File: src/rtl/uart_tx_8syncrst_if.sv
// uart_tx_8syncrst_if: byte valid/ready handshake between a producer and the UART transmitter
interface uart_tx_8syncrst_if;
  logic [7:0] D;
  logic       valid;
  logic       ready;
  modport master (output D, valid, input ready);
  modport slave (input D, valid, output ready);
endinterface

File: src/rtl/uart_tx_8syncrst.sv
// uart_tx_8syncrst: 8-bit UART transmitter, start/8 data LSB first/optional parity/stop, active-low sync reset
module uart_tx_8syncrst #(
  parameter int CLKS_PER_BIT = 16,
  parameter bit PARITY_EN    = 1'b0,
  parameter bit PARITY_ODD   = 1'b0
) (
  input  logic                clk,
  input  logic                rst,
  uart_tx_8syncrst_if.slave   bus,
  output logic                txd,
  output logic                busy,
  output logic                done
);
  typedef enum logic [2:0] {IDLE, START, DATA, PARITY, STOP} state_t;
  localparam logic [15:0] DMAX = 16'(CLKS_PER_BIT - 1);
  state_t      state, state_n;
  logic [15:0] div, div_n;
  logic [2:0]  cnt, cnt_n;
  logic [7:0]  shift, shift_n;
  logic        par, par_n, txd_n, done_n, adv;
  assign adv = div == DMAX;
  always_ff @(posedge clk) begin
    if (!rst) begin
      state <= IDLE;
      div   <= '0;
      cnt   <= '0;
      shift <= '0;
      par   <= 1'b0;
      txd   <= 1'b1;
      done  <= 1'b0;
    end else begin
      state <= state_n;
      div   <= div_n;
      cnt   <= cnt_n;
      shift <= shift_n;
      par   <= par_n;
      txd   <= txd_n;
      done  <= done_n;
    end
  end
  always_comb begin
    state_n = state;
    div_n   = adv ? '0 : div + 16'd1;
    cnt_n   = cnt;
    shift_n = shift;
    par_n   = par;
    case (state)
      IDLE: begin
        div_n = '0;
        if (bus.valid) begin
          state_n = START;
          shift_n = bus.D;
          par_n   = ^bus.D ^ PARITY_ODD;
          cnt_n   = '0;
        end
      end
      START:  if (adv) state_n = DATA;
      DATA: if (adv) begin
        shift_n = shift >> 1;
        cnt_n   = cnt + 3'd1;
        if (cnt == 3'd7) state_n = PARITY_EN ? PARITY : STOP;
      end
      PARITY: if (adv) state_n = STOP;
      STOP:   if (adv) state_n = IDLE;
      default: state_n = IDLE;
    endcase
  end
  always_comb begin
    txd_n = state_n == START  ? 1'b0 :
            state_n == DATA   ? shift_n[0] :
            state_n == PARITY ? par_n : 1'b1;
    done_n = state == STOP && state_n == IDLE;
    bus.ready = state == IDLE;
    busy = state != IDLE;
  end
endmodule

File: src/flat_wrapper.sv
// flat-port wrapper written by rule: the top's interface ports become plain ports
module uart_tx_8syncrst_flat 
#(
  parameter int CLKS_PER_BIT = 16,
  parameter bit PARITY_EN    = 1'b0,
  parameter bit PARITY_ODD   = 1'b0
)
  (clk, rst, txd, busy, done, bus_D, bus_valid, bus_ready);
  uart_tx_8syncrst_if bus_i ();
  input  logic clk;
  input  logic rst;
  output logic txd;
  output logic busy;
  output logic done;
  input wire logic [$bits(bus_i.D)-1:0] bus_D;
  input wire logic [$bits(bus_i.valid)-1:0] bus_valid;
  output wire logic [$bits(bus_i.ready)-1:0] bus_ready;
  assign bus_i.D = bus_D;
  assign bus_i.valid = bus_valid;
  assign bus_ready = bus_i.ready;
  uart_tx_8syncrst #(.CLKS_PER_BIT(CLKS_PER_BIT), .PARITY_EN(PARITY_EN), .PARITY_ODD(PARITY_ODD)) u_core (.clk(clk), .rst(rst), .bus(bus_i), .txd(txd), .busy(busy), .done(done));
endmodule
File: config.mk
export PLATFORM = sky130hd
export DESIGN_NAME = uart_tx_8syncrst_flat
export DESIGN_NICKNAME = d
export VERILOG_FILES = /design/src/rtl/uart_tx_8syncrst_if.sv /design/src/rtl/uart_tx_8syncrst.sv /design/src/flat_wrapper.sv
export SDC_FILE = /design/constraint.sdc
export NUM_CORES = 1
export LEC_CHECK = 0
export CORE_MARGIN = 4
export CORE_UTILIZATION = 59
export DETAILED_ROUTE_END_ITERATION = 10
export GPL_ROUTABILITY_DRIVEN = 0
export PLACE_DENSITY = 0.79
export SLEW_MARGIN = 20
export SYNTH_ARGS = -nofsm -noshare
export SYNTH_HDL_FRONTEND = slang
export SYNTH_SLANG_ARGS = --single-unit
File: constraint.sdc
create_clock -name clk -period 4.3 [get_ports clk]
set_input_delay 0.86 -clock clk [delete_from_list [all_inputs] [get_ports clk]]
set_output_delay 0.86 -clock clk [all_outputs]
set_load 0.05 [all_outputs]
# Word level (Yosys, flattened, before mapping)
# Index checks and enable logic that the tools add are counted.
dict set report totals {
  reg_bits 33
  latch_bits 0
  mem_bits_rw 0
  romBits 0
  in_bits 11
  output_inout_bits 4
  elab_cells 48
  memories 0
}
dict set report classes {
  add_sub_neg 2
  n_mul 0
  n_div 0
  magnitude_cmp 0
  eq_ne 11
  shift 0
  mux 18
  bitwise 1
  reduce_logical 8
}
# operator count
set op_table {}
lappend op_table {{3-bit two-way mux} 8}
lappend op_table {{16-bit by 1-bit adder with 16-bit output, second input constant} 1}
lappend op_table {{16-bit by 4-bit == test with 1-bit output, second input constant} 1}
lappend op_table {{8-bit two-way mux} 2}
lappend op_table {{8-bit one-hot mux with 2 select lines} 1}
lappend op_table {{3-bit one-hot mux with 5 select lines} 1}
lappend op_table {{3-bit by 2-bit == test with 1-bit output, second input constant} 4}
lappend op_table {{8-bit parity} 1}
lappend op_table {{3-bit by 1-bit == test with 1-bit output, second input constant} 2}
lappend op_table {{3-bit == test, second input constant} 2}
lappend op_table {{3-bit zero test} 2}
lappend op_table {{3-bit one-hot mux with 2 select lines} 1}
lappend op_table {{1-bit two-way mux} 5}
lappend op_table {{3-bit by 1-bit adder with 3-bit output, second input constant} 1}
lappend op_table {{3-bit AND reduction} 1}
lappend op_table {{3-bit nonzero test} 1}
lappend op_table {{3-bit OR reduction} 1}
lappend op_table {{2-bit by 1-bit inequality test with 1-bit output, second input constant} 1}
lappend op_table {{2-bit inequality test, second input constant} 1}
lappend op_table {{2-bit nonzero test} 1}
lappend op_table {{1-bit logical AND} 1}
lappend op_table {{1-bit NOT} 1}

# Logic depth before layout (Yosys ltp)
# Gate-level depths: netlist of run 1.
dict set report logic_depth {
  depth_word 8
  ltp_mapped 8
  mapped_depth_nobuf 7
}

# Least setup slack after synthesis of run 1
# No wires, ideal clock.
dict set report synth_path {
  path_kind {reg2reg}
  startpoint {register u_core.state[0]}
  endpoint {register u_core.txd}
  setup_time_ps 127
  t_arrival_ps 1901
  required_time_ps 4173
  slack_ps 2272
  path_stages_with_launch 8
  n_path_buf 0
  period_less_slack_ps 2028
  cell_sequence {dfxtp_1 -> or3_4 -> clkinv_2 -> and2_1 -> a21oi_2 -> a221oi_2 -> a31oi_1 -> or3_1}
}
dict set report synth_between {
  word_cells_on_any_way 20
  cone_classes {7 x eq/ne; 12 x mux; 1 x reduce/logical}
}
# item line_no
set synth_lines {}
lappend synth_lines {{start: declaration} uart_tx_8syncrst.sv:16} ;# state_t state, state_n;
lappend synth_lines {{start signal: assignment} uart_tx_8syncrst.sv:32} ;# state <= state_n;
lappend synth_lines {{3-bit zero test *} -}
lappend synth_lines {{via bus_ready} flat_wrapper.sv:17} ;# output wire logic [$bits(bus_i.ready)-1:0] bus_ready;
lappend synth_lines {{3-bit one-hot mux with 5 select lines} uart_tx_8syncrst.sv:47} ;# case (state)
lappend synth_lines {{3-bit by 2-bit == test with 1-bit output} uart_tx_8syncrst.sv:71} ;# state_n == PARITY ? par_n : 1'b1;
lappend synth_lines {{1-bit two-way mux} uart_tx_8syncrst.sv:71}
lappend synth_lines {{1-bit two-way mux} uart_tx_8syncrst.sv:70} ;# state_n == DATA ? shift_n[0] :
lappend synth_lines {{1-bit two-way mux *} uart_tx_8syncrst.sv:69} ;# txd_n = state_n == START ? 1'b0 :
lappend synth_lines {{end signal: assignment} uart_tx_8syncrst.sv:37} ;# txd <= txd_n;
lappend synth_lines {{end: declaration} uart_tx_8syncrst.sv:10} ;# output logic txd,
# The timed path passes the listed nets; every way through them passes the cells marked *.
# A chain may end at the register's enable or synchronous reset.

# Worst setup path in the final report of run 1
dict set report layout_path {
  startpoint {register u_core.state[0]}
  endpoint {output bus_ready}
}
dict set report layout_between {
  elab_chain_cells 1
}
# item line_no
set layout_rtl {}
lappend layout_rtl {{3-bit zero test} uart_tx_8syncrst.sv:73} ;# bus.ready = state == IDLE;
lappend layout_rtl {{end: declaration} flat_wrapper.sv:17}
# Every way passes these cells.

==> results of run 1 <==
==> power by group through the flow <==
stage	clock network (mW)	logic [mW]	registers, mW
3_3_place_gp	0	0.0640	0.326
2_1_floorplan	0	0.0405	0.328
4_1_cts	0.205	0.0660	0.319
5_1_grt	0.221	0.0711	0.321
3_5_place_dp	0	0.0653	0.326
6_report	0.198	0.0653	0.319
==> logic make-up after synthesis <==
logic type / share of synthesized area (%)
AOI/OAI and AO/OA: 13.50
buffers and inverters: 2.733
and+or+nand+nor: 26.51
xor gates and xnor gates: 11.02
adders and majority gates: 2.486
DFF: 43.74
==> sequential cells by signal, indices dropped and copies added, names as in the netlist <==
signal        cells
u_core.cnt        3
u_core.div       16
u_core.done       1
u_core.par        1
u_core.shift      8
u_core.state      3
u_core.txd        1
==> worst reg2reg max path: stages, from the launching register on <==
cell,delay [ns]
dfxtp_1,0.38
or3_4,0.43
clkinv_2,0.08
and2_1,0.36
a21oi_2,0.18
a221oi_2,0.29
a31oi_1,0.12
or3_1,0.35
==> cell usage after synthesis (3+ instances only) <==
cell and number:
dfxtp_1 33, nand2_1 21, nor2_1 20, xnor2_1 10, o21ai_0 9, xor2_1 9
a21boi_0 7, nand3_1 7, a22oi_1 6, and2_1 6, and3_1 5, a21oi_1 4
inv_1 4, or3_1 4, clkbuf_1 3, ha_1 3, nand4_1 3
==> final timing paths <==
path	startpoint	endpoint	slack, ns	cells after the start
setup / recovery	u_core.state[0]$_SDFF_PN0_	bus_ready	1.43	3
setup reg to reg	u_core.state[0]$_SDFF_PN0_	u_core.txd$_SDFF_PN1_	2.01	7
hold / removal	u_core.shift[2]$_SDFFE_PN0P_	u_core.shift[2]$_SDFFE_PN0P_	0.47	2
hold reg to reg	u_core.shift[2]$_SDFFE_PN0P_	u_core.shift[2]$_SDFFE_PN0P_	0.47	2
==> layer usage <==
metal / vias to the layer above / GRT usage [%]
met5: - / 0
met2: 37 / 34.29
met1: 590 / 23.09
met4: 0 / 12.62
met3: 11 / 5.482
li1: 620 / -
==> final cells by class <==
class	instances	area share (%)
multi-input combinational	129	46.54
sequential	33	38.04
timing repair buffer	14	8.069
clock buffer	7	3.746
tap	30	2.161
inverter	5	1.153
clock inverter	1	0.2882
==> through the flow <==
| stage | utilization (%) | total power, mW | cells | setup slack (ns) | hold slack (ns) |
|---|---|---|---|---|---|
| floorplan | - | 0.3682 | 172 | 2.272 | 0.4302 |
| global placement | 67.89 | 0.3901 | 211 | 1.616 | 0.4424 |
| detailed placement | 67.89 | 0.3917 | 211 | 1.553 | 0.4599 |
| CTS | 70.74 | 0.5900 | 219 | 1.424 | 0.4746 |
| global route | 70.74 | 0.6128 | 219 | 1.365 | 0.5137 |
| finish | 70.74 | 0.5828 | 219 | 1.426 | 0.4703 |
==> results.py, run 1 <==
metrics = {
    "drt": {
        "route.met3.wl_um": 156,
        "highest_layer": "met4",
        "wl_per_cell_um": 13.78,
        "wl_met2_um": 1489,
        "ant_nets": 0,
        "routed_wirelength_um": 3017,
        "drt_first_pass_iters": 4,
        "viasPerCell": 5.744,
        "first_iter_violations": 31,
        "route.detailed.drc": 0,
        "met1Wirelength_um": 1281,
        "num_vias": 1258,
    },
    "logic_synthesis": {
        "syn_avg_cell_area_um2": 8.780,
        "ys_warn_count": 0,
        "ys_seq_area_share_pct": 43.74,
        "yosysUniqueCellTypes": 31,
        "synthArstFlopShare_pct": 0,
        "synth_ff_type": "dfxtp_1",
        "syn_nets": 186,
        "synthTopCellsByArea": "dfxtp_1 44%, xnor2_1 5.8%, nand2_1 5.2%",
        "synth_top_area_share_pct": 43.74,
        "synth-seq-cells": 33,
        "syn_inst": 172,
        "synth_edf_count": 0,
        "yosysTopAreaCell": "dfxtp_1",
        "netlist_area_um2": 1510,
    },
    "placement": {
        "io_buffers": 14,
        "hpwl_um": 2141,
        "postPlaceCellArea_um2": 1667,
    },
    "setup_path": {
        "critical_path_buf_inv_count": 2,
        "end_kind": "output pin",
        "critical_path.cell_chain": "or3_4, clkinv_2, clkdlybuf4s50_1",
        "start_kind": "register",
        "crit_path_max_fanout": 7,
        "required_ns": 3.44,
        "cp_top_family": "buffers and inverters",
        "worstPathArrival_ns": 2.01,
        "max_stage_delay_ns": 0.79,
        "slowest_stage": "clkdlybuf4s50_1",
        "worst-setup-path-type": "register to output pin",
    },
    "pwr": {
        "switching_power_mw": 0.1442,
        "leakagePower_nw": 0.6418,
        "pwr-share-clk_pct": 34.0,
        "switching_share_pct": 24.75,
        "seq_power_share_pct": 54.8,
        "p_per_area_nw_per_um2": 335.6,
        "combPwrFrac_pct": 11.2,
        "intPower_mw": 0.4386,
        "irDropWorstVdd_mv": 0.3138,
    },
    "cells_and_area": {
        "nets": 202,
        "nFillCells": 201,
        "layout_common_cells": "33 x dfxtp_1, 21 x nand2_1, 20 x nor2_1",
        "final_common_cell": "dfxtp_1",
        "drive_gt1_share_pct": 8.466,
        "multiInputGateArea_um2": 808.3,
        "synthToLayoutAreaGrowth_pct": 15.00,
        "seq_area_um2": 660.6,
        "final_cell_area_um2": 1737,
        "n_antenna_cell": 0,
    },
    "grt": {
        "grt_max_degree": 18,
        "track_usage_pct": 20.48,
        "antenna_found_initial": 0,
        "grt_overflow": 0,
        "grt_pass1_vias": 1265,
        "grt_pass1_wl_um": 5347,
    },
    "floorplanning": {
        "die_h_um": 58.60,
        "coreArea_um2": 2455,
        "ioPinCount": 15,
        "num_rows": 18,
        "die_x_um": 58.60,
        "initial_core_util_pct": 61.52,
        "dieArea_um2": 3433,
    },
    "sta": {
        "max_freq_ghz": 0.3479,
        "hold_viol": 0,
        "finalSetupViolCount": 0,
        "slew_headroom_pct": 59.47,
        "fin_crit_ns": 2.874,
        "rsz0062_at_grt": "false",
        "slew_violations": 0,
        "skew_ns": 0.01385,
        "post-route-period-util_pct": 66.85,
        "worstMarginPinSlew_ns": 0.6062,
        "fin_tns_setup_ns": 0,
    },
    "clock_network": {
        "cts_buffer_depth": 2,
        "clkTransAtPathRegs_ns": 0.11,
        "hold_buffers": 0,
        "clock-sinks": 33,
        "root_buffer": "clkbuf_4",
        "cts_tree": "done",
        "worstSkewPairLatency_ns": 0.33,
        "htreeDepth": 2,
        "cts_resized": 0,
        "post-cts-setup-buffer-count": 0,
        "cts-buffers-inserted": 5,
    },
    "job": {
        "maxCapViolCount": 0,
    },
    "outcome": {
        "status": "completed",
    },
    "worst_hold_path": {
        "holdCritPathClass": "register to register",
    },
}
(Power assumes the default switching activity.)
==> inputs of run 2 (changes only) <==
Settings changed: CORE_UTILIZATION 59 to 55, PLACE_DENSITY 0.79 to 0.74.
Clock period 4.3 ns to 2.7 ns, I/O delays scaled along.
==> results.py, run 2 (synthesized netlist as in run 1, its figures left out) <==
metrics = {
    "sta": {
        "hold_viol": 0,
        "post-route-period-util_pct": 94.66,
        "slew_violations": 0,
        "skew_ns": 0.01083,
        "fin_crit_ns": 2.556,
        "slew_headroom_pct": 60.87,
        "max_freq_ghz": 0.3913,
        "worstMarginPinSlew_ns": 0.5852,
        "rsz0062_at_grt": "false",
        "fin_tns_setup_ns": 0,
        "finalSetupViolCount": 0,
    },
    "setup_path": {
        "critical_path.cell_chain": "or3_4, clkinv_2, clkdlybuf4s50_1",
        "cp_num_cells": 3,
        "end_kind": "output pin",
        "start_kind": "register",
        "r2r_cells": 7,
        "crit_path_max_fanout": 7,
        "slowest_stage": "clkdlybuf4s50_1",
        "rrSetupSlack_ns": 0.39,
        "r2r_end": "u_core.txd$_SDFF_PN1_",
        "cp-endpoint": "bus_ready",
        "worst-setup-path-type": "register to output pin",
        "worstPathArrival_ns": 2.02,
        "reg2reg_from": "u_core.state[0]$_SDFF_PN0_",
        "required_ns": 2.16,
        "cp_top_family": "buffers and inverters",
        "crit_start": "u_core.state[0]$_SDFF_PN0_",
        "critical_path_buf_inv_count": 2,
        "max_stage_delay_ns": 0.79,
    },
    "pwr": {
        "intPower_mw": 0.8351,
        "p_per_area_nw_per_um2": 604.6,
        "irDropWorstVdd_mv": 0.5288,
        "switching_share_pct": 22.26,
        "switching_power_mw": 0.2391,
        "leakagePower_nw": 0.6605,
        "combPwrFrac_pct": 9.8,
        "seq_power_share_pct": 47.3,
        "pwr-share-clk_pct": 42.9,
    },
    "floorplanning": {
        "die_x_um": 60.40,
        "num_rows": 18,
        "initial_core_util_pct": 59.34,
        "ioPinCount": 15,
        "dieArea_um2": 3648,
        "die_h_um": 60.40,
        "coreArea_um2": 2545,
    },
    "cells_and_area": {
        "synthToLayoutAreaGrowth_pct": 17.65,
        "drive_gt1_share_pct": 8.947,
        "nets": 203,
        "final_common_cell": "dfxtp_1",
        "multiInputGateArea_um2": 808.3,
        "reg_top3": "u_core.div: 16 flops, u_core.shift: 8 flops",
        "largest_reg_flops": 16,
        "final_util_pct": 69.81,
        "nFillCells": 201,
        "layout_common_cells": "33 x dfxtp_1, 21 x nand2_1, 20 x nor2_1",
        "n_antenna_cell": 0,
        "seq_area_um2": 660.6,
        "top_register": "u_core.div",
    },
    "drt": {
        "viasPerCell": 5.559,
        "routed_wirelength_um": 2949,
        "route.detailed.drc": 0,
        "drt_first_pass_iters": 4,
        "num_vias": 1223,
        "ant_nets": 0,
        "first_iter_violations": 38,
        "wl_per_cell_um": 13.40,
    },
    "clock_network": {
        "hold_buffers": 0,
        "cts_tree": "done",
        "cts_resized": 0,
        "post-cts-setup-buffer-count": 0,
        "clock-sinks": 33,
        "worstSkewPairLatency_ns": 0.34,
        "cts-buffers-inserted": 5,
        "htreeDepth": 2,
        "root_buffer": "clkbuf_4",
        "cts_buffer_depth": 2,
        "clkTransAtPathRegs_ns": 0.11,
    },
    "grt": {
        "grt.busiest_layer": "met2",
        "grt_pass1_vias": 1231,
        "use_met1_pct": 20.60,
        "antenna_found_initial": 0,
        "track_usage_pct": 19.06,
        "grt_use_met3_pct": 6.596,
        "grt_max_degree": 17,
        "grt_pass1_wl_um": 5099,
        "grt_overflow": 0,
        "grtUsageMet2_pct": 31.64,
    },
    "worst_hold_path": {
        "holdCritStartpoint": "u_core.shift[3]$_SDFFE_PN0P_",
        "min_path_cells": 2,
        "holdCritPathClass": "register to register",
    },
    "outcome": {
        "status": "completed",
    },
    "placement": {
        "io_buffers": 14,
        "hpwl_um": 2080,
    },
    "job": {
        "maxCapViolCount": 0,
    },
}
[run 2: tightest hold or removal path: cells and delay by family (launching register included)]
kind,cells,cell delay (ns)
AOI/OAI and AO/OA,1,0.07
and+or+nand+nor,1,0.05
DFF,1,0.33
[run 2: final cells by class]
cell class              instances  area share [%]
inverters                       5           1.127
multi-input cells             129           45.49
repair buffers                 15           8.310
flip-flops and latches         33           37.18
clock buffers                   5           2.113
well taps                      30           2.113
clock inverters                 3           3.662
[run 2: how the worst min path moves through the flow]
stage                                        end  slack [ns]
floorplan               u_core.div[0]$_SDFF_PP0_        0.43
global placement        u_core.div[0]$_SDFF_PP0_        0.44
detailed placement      u_core.div[0]$_SDFF_PP0_        0.46
CTS                 u_core.shift[3]$_SDFFE_PN0P_        0.48
global route        u_core.shift[5]$_SDFFE_PN0P_        0.50
finish              u_core.shift[3]$_SDFFE_PN0P_        0.48
[run 2: layer usage]
metal | part of all wire (%) | vias up
li1 | - | 627
met1 | 46 | 548
met2 | 45 | 33
met3 | 5.2 | 15
met4 | 3.9 | 0
met5 | 0 | -
[run 2: per-stage QoR]
step                      setup WS, ns  instance area [um2]  hold WS [ns]  power [mW]  cells
after floorplan                 0.6717                 1510        0.4302      0.5865    172
after global placement          0.3275                 1674        0.4434      0.6228    212
after detailed placement        0.2739                 1674        0.4610      0.6247    212
after CTS                       0.1403                 1777        0.4833       1.085    220
after global routing           0.07838                 1777        0.5049       1.119    220
final                           0.1441                 1777        0.4765       1.074    220
[run 2: power by group through the flow]
| stage | Combinational, mW | Clock (mW) | Sequential, mW |
|---|---|---|---|
| 2_1_floorplan | 0.0646 | 0 | 0.522 |
| 3_3_place_gp | 0.104 | 0 | 0.519 |
| 3_5_place_dp | 0.105 | 0 | 0.519 |
| 4_1_cts | 0.106 | 0.470 | 0.508 |
| 5_1_grt | 0.114 | 0.495 | 0.510 |
| 6_report | 0.105 | 0.461 | 0.508 |
